--- src/rtl/vadd_arbiter.sv ---
// Round-robin arbiter sharing one vector-add datapath among NREQ requesters.
// Grants one owner at a time, pulses add_start, waits for a done rising edge or timeout.
module vadd_arbiter #(
    parameter int NREQ    = 4,
    parameter int TIMEOUT = 32,
    parameter int IDW     = $clog2(NREQ)
) (
    input  logic            clk,
    input  logic            rst_n,
    input  logic [NREQ-1:0] req,
    output logic [NREQ-1:0] grant,
    output logic [NREQ-1:0] resp_done,
    output logic [NREQ-1:0] resp_err,
    output logic            add_start,
    output logic [IDW-1:0]  add_sel,
    input  logic            add_done,
    output logic            busy,
    output logic [7:0]      err_cnt
);
    typedef enum logic [1:0] {IDLE, START, WAIT, RESP} state_t;

    state_t         state, state_n;
    logic [IDW-1:0] ptr, pick, cand;
    logic           found;
    logic [7:0]     wcnt;
    logic           done_q, done_rise;
    logic           outcome_ok, ok_n, tmo;
    logic           in_resp;

    // first requester at or after ptr, wrapping
    always_comb begin
        pick  = '0;
        cand  = '0;
        found = 1'b0;
        for (int i = 0; i < NREQ; i++) begin
            cand = IDW'((int'(ptr) + i) % NREQ);
            if (!found && req[cand]) begin
                found = 1'b1;
                pick  = cand;
            end
        end
    end

    // only a fresh edge counts; a level left over from the last op is ignored
    assign done_rise = add_done & ~done_q;

    always_ff @(posedge clk or negedge rst_n) begin
        if (!rst_n) state <= IDLE;
        else        state <= state_n;
    end

    always_comb begin
        state_n = state;
        ok_n    = outcome_ok;
        tmo     = 1'b0;
        case (state)
            IDLE:  if (found) state_n = START;
            START: state_n = WAIT;
            WAIT: begin
                if (done_rise) begin
                    state_n = RESP;
                    ok_n    = 1'b1;
                end else if (wcnt == 8'(TIMEOUT - 1)) begin
                    state_n = RESP;
                    ok_n    = 1'b0;
                    tmo     = 1'b1;
                end
            end
            RESP:    state_n = IDLE;
            default: state_n = IDLE;
        endcase
    end

    always_ff @(posedge clk or negedge rst_n) begin
        if (!rst_n) begin
            grant      <= '0;
            add_sel    <= '0;
            ptr        <= '0;
            wcnt       <= '0;
            done_q     <= 1'b0;
            outcome_ok <= 1'b0;
            err_cnt    <= '0;
        end else begin
            done_q     <= add_done;
            outcome_ok <= ok_n;
            if (tmo && err_cnt != 8'hFF) err_cnt <= err_cnt + 8'd1;
            case (state)
                IDLE: if (found) begin
                    grant   <= NREQ'(1) << pick;
                    add_sel <= pick;
                end
                START: wcnt <= '0;
                WAIT:  if (state_n == WAIT) wcnt <= wcnt + 8'd1;
                RESP: begin
                    grant <= '0;
                    ptr   <= (add_sel == IDW'(NREQ - 1)) ? '0 : add_sel + 1'b1;
                end
                default: ;
            endcase
        end
    end

    assign add_start = (state == START);
    assign busy      = (state != IDLE);
    assign in_resp   = (state == RESP);

    for (genvar g = 0; g < NREQ; g++) begin : g_resp
        assign resp_done[g] = in_resp &  outcome_ok & grant[g];
        assign resp_err[g]  = in_resp & ~outcome_ok & grant[g];
    end

endmodule

--- config.mk ---
export PLATFORM = sky130hd
export DESIGN_NAME = vadd_arbiter
export DESIGN_NICKNAME = d
export VERILOG_FILES = /design/src/rtl/vadd_arbiter.sv
export SDC_FILE = /design/constraint.sdc
export NUM_CORES = 1
export LEC_CHECK = 0
export ABC_AREA = 0
export BUFFER_PORTS_ARGS = -buffer_cell sky130_fd_sc_hd__buf_2
export CAP_MARGIN = 20
export CORE_MARGIN = 4
export CORE_UTILIZATION = 45
export DETAILED_ROUTE_END_ITERATION = 16
export MAX_ROUTING_LAYER = met4
export PLACE_DENSITY = 0.8
export SYNTH_ARGS = -nofsm -noshare
export SYNTH_HDL_FRONTEND = slang
export SYNTH_SLANG_ARGS = --single-unit
--- constraint.sdc ---
create_clock -name clk -period 5.5 [get_ports clk]
set_input_delay 0.825 -clock clk [delete_from_list [all_inputs] [get_ports clk]]
set_output_delay 0.825 -clock clk [all_outputs]
set_load 0.02 [all_outputs]
==> results of run 1 <==
==> kinds of logic after synthesis <==
family          after synthesis  synth area share [%]
compound gates               29                 14.67
xor+xnor                      9                 5.250
fa+ha+maj                     7                 5.833
buf+inv                       9                 2.251
flops                        28                 46.67
mux                           6                 4.167
simple gates                 55                 21.17
==> cell usage in the layout, fill, tap and decap left out, types with 2 or more instances in the layout <==
cell type and n:
inv_1 7, nand4_1 8, a22o_1 3, and4_1 3
o31ai_1 2, nor2_1 2, o211ai_1 4, nand2_1 16
o21ai_1 2, and3_1 6, a21o_1 2, buf_2 30
xnor2_1 8, nand3_1 3, a211o_1 2, o21ai_0 4
ha_1 7, nand2b_1 3, and2_1 4, mux2i_1 4
dfrtp_1 28, clkbuf_4 3, a21oi_1 4
==> sequential cells by signal, summed over array words and instances (netlist names) <==
signal and cells:
ptr 2, done_q 1, add_sel 2, err_cnt 8
wcnt 8, state 2, grant 4, outcome_ok 1
==> worst max-delay path: stages (launching register included) <==
cell	delay, ps
dfrtp_1	430
ha_1	310
inv_1	190
nor2_1	220
and2_1	150
buf_2	160
==> per-stage QoR <==
stage / setup slack [ps] / hold WS, ps / instance area (um2) / cells / utilization [%]
after floorplan: 3165 / 478.3 / 1501 / 143 / -
after global placement: 2993 / 481.7 / 1699 / 215 / 54.32
after detailed placement: 2925 / 489.0 / 1699 / 215 / 54.32
after CTS: 2875 / 510.9 / 1722 / 218 / 55.04
after global routing: 2714 / 532.4 / 1722 / 218 / 55.04
final: 2893 / 490.4 / 1722 / 218 / 55.04
==> power by group <==
part | switching, mW | total (mW) | internal [mW]
Sequential | 0.0455 | 0.298 | 0.253
Combinational | 0.200 | 0.317 | 0.117
Clock | 0.0577 | 0.0834 | 0.0257
Total | 0.303 | 0.698 | 0.396
==> area by class of cell <==
class / count / area (um2) / share of cell area [%]
sequential: 28 / 700.7 / 40.70
clock buffer: 3 / 22.52 / 1.308
timing repair buffer: 30 / 150.1 / 8.721
multi-input combinational: 106 / 767.0 / 44.55
tap: 44 / 55.05 / 3.198
inverter: 7 / 26.28 / 1.526
==> worst paths after layout <==
kind | startpoint | end | slack, ps
worst min-delay path | rst_n | grant[3] | 490
min in group clk | err_cnt[6] | err_cnt[6] | 500
max in group asynchronous | rst_n | grant[1] | 4610
worst max-delay path | state[0] | resp_err[0] | 2890
worst min register to register | err_cnt[6] | err_cnt[6] | 500
worst max register to register | state[0] | wcnt[7] | 3250
==> routing by layer <==
layer	vias up	GRT usage, %	share of wire (%)
li1	588	-	-
met5	-	-	0
met4	0	5.440	1.6
met2	56	30.04	51
met1	607	18.82	42
met3	10	1.709	5.4
==> key figures, run 1 <==
Place
  • PortBufs: 30
  • DP HPWL: 2.430 mm
  • RD Place Congestion: 0.8302

Cells and area
  • Fraction of layout cells with a size suffix above 1: 23.56%
  • Area Overhead vs Synth: 14.67%
  • Final net count: 190
  • Fillers: between 200 and 300
  • ANT cells: 0

Synthesis
  • Area leader, netlist: dfrtp_1
  • Flop and latch count out of synthesis: 28
  • Synth top cells by count: dfrtp_1 (28), nand2_1 (16), nand4_1 (8), xnor2_1 (8)
  • Post-synth EDFFs: 0
  • Yosys cell types: between 40 and 50
  • Most common cell in the netlist: dfrtp_1
  • Post-Syn Instances: 143
  • Ys async rst share: 100.0%
  • Mapped Nets: 157
  • Synth Area per Inst: 10.50 um2
  • Register area share after synthesis: between 40 and 50%
  • Synthesis Warnings: 0
  • Ys flop type: dfrtp_1
  • Synth area leaders: dfrtp_1 (47%), ha_1 (5.8%), xnor2_1 (4.7%), nand2_1 (4.0%), nand4_1 (3.3%)
  • Post-synth top area share: a little under half
  • Mapped Area: ~1500 um2

STA
  • Slew Limit Fails: 0
  • Fin. Hold Viols: 0
  • Skew final: 7.489 ps
  • Post-route clock period utilization: 47.41%
  • Setup violators final: 0
  • Worst-margin pin slew: between 600 and 700 ps
  • Setup tns final: 0 ps
  • Slew margin rel.: 58.75%
  • Tmin final: 2607 ps
  • Fmax: 383.5 MHz
  • RSZ-0062 raised after global routing: false

Global route
  • Vias in the first global route: about 1200
  • Gr usage total: 16.51%
  • Largest net degree at the start of global routing: 29
  • Gr ovfl total: 0
  • Global-route wire length before repair: 5.457 mm
  • Antenna violations before repair: 0

Drt
  • Vias per cell: about 5.8
  • DR WL/cell: 14.77 um
  • Wirelength, routed: between 3 and 4 mm
  • Via count: about 1300
  • # DRC: 0
  • Initial DRC count: 54
  • Router iterations before antenna repair: 5
  • Post-route ant nets: 0

Die
  • Die height: 65.76 um
  • Die W: 65.76 um
  • Core area: 3128 um2
  • Initial Util: 48.00%
  • Die footprint: between 4000 and 5000 um2
  • Ports: 31
  • Row cnt: 20

Status
  • Status: finished, final reports clean

Setup path
  • Worst-case reg-to-reg path depth: 7
  • Worst EP required: around 4700 ps
  • Endpoint class of the critical path: primary output
  • Crit start category: register
  • Critical path arrival: 1780 ps
  • Critical path peak fanout: 8
  • Critical path class: register to primary output

Hold path
  • Worst min-delay path category: input port to asynchronous set/reset pin

Clock network
  • Root buf cell: clkbuf_4
  • TritonCTS buffer count: 3
  • CTS Hold Bufs: 0
  • Clock Sinks: 28
  • H-tree levels: 1
  • TritonCTS clock tree: yes
  • Clk buf depth: 2
  • Clock transition at path regs: 140 ps
  • Worst-Skew Late Latency: 330 ps
  • Post-CTS Repair Setup Buffers: 0
  • Resized Gates After CTS: 0

Pwr
  • Max rail drop VDD: 0.0001629 V
  • P_leak: 0.8702 nW
  • Pwr per Cell Area: 405.7 nW/um2
  • Power after layout: 0.6984 mW

Run
  • Max-cap violations: 0
No activity file was read; power rests on OpenSTA's default activity.
==> run 2, diff against run 1 <==
- PLACE_DENSITY: 0.8 -> 0.82
- clock period: 5.5 -> 2.3 ns (I/O delays scaled with it)
==> key figures, run 2 (same netlist as run 1, synthesis figures left out) <==
STA
  • Slew Limit Fails: 0 (unchanged)
  • Slew margin rel.: 59.68% (+0.94 points)
  • RSZ-0062 raised after global routing: false
  • Worst-margin pin slew: 604.8 ps (-14.03 ps)
  • Skew final: 3.094 ps (-4.395 ps)
  • WHS: 2.162 ps (-488.2 ps)
  • Setup tns final: 0 ps (unchanged)
  • Fin. Hold Viols: 0 (unchanged)
  • Tmin final: 2142 ps
  • Post-route clock period utilization: 93.12%
  • Fmax: 466.9 MHz
  • Setup violators final: 0 (unchanged)

Clock network
  • Clk buf depth: 2 (unchanged)
  • Resized Gates After CTS: 0 (unchanged)
  • Worst-Skew Late Latency: 320 ps (about the same)
  • Clock Sinks: 28 (unchanged)
  • Post-CTS Repair Setup Buffers: 0 (unchanged)
  • Clock transition at path regs: 140 ps (about the same)
  • H-tree levels: 1 (unchanged)
  • TritonCTS buffer count: 3 (unchanged)
  • Root buf cell: clkbuf_4
  • CTS Hold Bufs: 0 (unchanged)
  • TritonCTS clock tree: yes

Global route
  • Gr usage total: 15.88% (-0.63 points)
  • Largest net degree at the start of global routing: 29 (unchanged)
  • Vias in the first global route: 1196 (-4.2%)
  • Gr ovfl total: 0 (unchanged)
  • Global-route wire length before repair: 5.299 mm (-2.9%)
  • Antenna violations before repair: 0 (unchanged)

Setup path
  • Worst R2R End: wcnt[3]
  • Worst-case reg-to-reg path depth: 7 (unchanged)
  • Critical path class: register to primary output
  • Reg2Reg Setup Slack: 230 ps (-3020 ps)
  • Critical path arrival: 1800 ps (+20 ps)
  • Critical path peak fanout: 8 (unchanged)
  • Crit start category: register
  • Worst EP required: 1960 ps (-2720 ps)
  • R2R Path Start: state[0]
  • Endpoint class of the critical path: primary output

Place
  • PortBufs: 30 (unchanged)
  • Dpl cells: 217 (+0.93%)
  • DP HPWL: 2.323 mm (-4.4%)
  • RD Place Congestion: 0.8435 (+1.6%)

Drt
  • Post-route ant nets: 0 (unchanged)
  • # DRC: 0 (unchanged)
  • Initial DRC count: 65 (+20%)
  • Wirelength, routed: 3.060 mm (-4.9%)
  • Router iterations before antenna repair: 4 (-1)
  • Via count: 1230 (-2.5%)
  • Vias per cell: 5.566 (-3.8%)
  • DR WL/cell: 13.85 um (-6.2%)

Cells and area
  • Commonest non-fill, non-tap cell in the layout: buf_2
  • Commonest cells after routing, fill and taps aside: buf_2 (30), dfrtp_1 (28), nand2_1 (16)
  • Top flop regs: err_cnt: 8 flops, wcnt: 8 flops, grant: 4 flops
  • Fraction of layout cells with a size suffix above 1: 24.86% (+1.3 points)
  • Final net count: 192 (+1.1%)
  • Final std cells w/o fill: 221 (+1.4%)
  • Area Overhead vs Synth: 16.58%
  • ANT cells: 0 (unchanged)

Die
  • Row cnt: 20 (unchanged)
  • Initial Util: 48.00% (unchanged)
  • Die height: 65.76 um (unchanged)
  • Core area: 3128 um2 (unchanged)
  • Die footprint: 4324 um2 (unchanged)
  • Ports: 31 (unchanged)
  • Die W: 65.76 um (unchanged)

Pwr
  • Pwr per Cell Area: 971.9 nW/um2 (+140%)
  • P_leak: 0.8879 nW (+2.0%)
  • Power after layout: 1.701 mW (+140%)
  • Max rail drop VDD: 0.0004425 V (+170%)

Hold path
  • Worst min-delay path category: input port to asynchronous set/reset pin

Run
  • Max-cap violations: 0 (unchanged)

Status
  • Status: finished, final reports clean
==> run 2: layer usage <==
| layer | GRT usage (%) | part of all wire [%] | vias up |
|---|---|---|---|
| met1 | 18.72 | 43 | 597 |
| met4 | 6.218 | 0.62 | 0 |
| li1 | - | - | 588 |
| met3 | 2.222 | 4.8 | 2 |
| met2 | 27.28 | 52 | 43 |
| met5 | - | 0 | - |
==> run 2: per-stage QoR <==
stage                     area (um2)  utilization (%)  setup slack (ps)
after global placement          1714            54.80             276.6
after CTS                       1750            55.96             138.8
after detailed placement        1714            54.80             199.9
final                           1750            55.96             158.3
after floorplan                 1501                -             217.1
after global routing            1750            55.96             7.063
==> run 2: cell type report <==
| cell class | count | area, um2 |
|---|---|---|
| clock buffer | 4 | 36.28 |
| fill | 273 | 1378 |
| inverter | 7 | 26.28 |
| multi-input combinational | 106 | 767.0 |
| sequential | 28 | 700.7 |
| tap | 44 | 55.05 |
| timing repair buffer | 32 | 165.2 |
==> run 2: worst max-delay path by stage <==
stage               slack (ps)      from     endpoint
floorplan                  220  state[0]      wcnt[7]
global placement           280    req[0]      wcnt[7]
detailed placement         200    req[0]      wcnt[3]
CTS                        140  state[0]  resp_err[2]
global route                 7  state[0]  resp_err[2]
finish                     160  state[0]  resp_err[2]
==> run 2: critical path, cell delays in order, from the launching register on <==
cell     delay, ps
dfrtp_1        440
ha_1           320
inv_1          180
nor2_1         230
and2_1         160
buf_2          160
==> run 2: where the power goes <==
group / switching, mW / leakage [nW] / internal, mW
Combinational: 0.459 / 0.504 / 0.287
Sequential: 0.113 / 0.363 / 0.605
Clock: 0.140 / 0.0210 / 0.0969
Total: 0.713 / 0.888 / 0.989
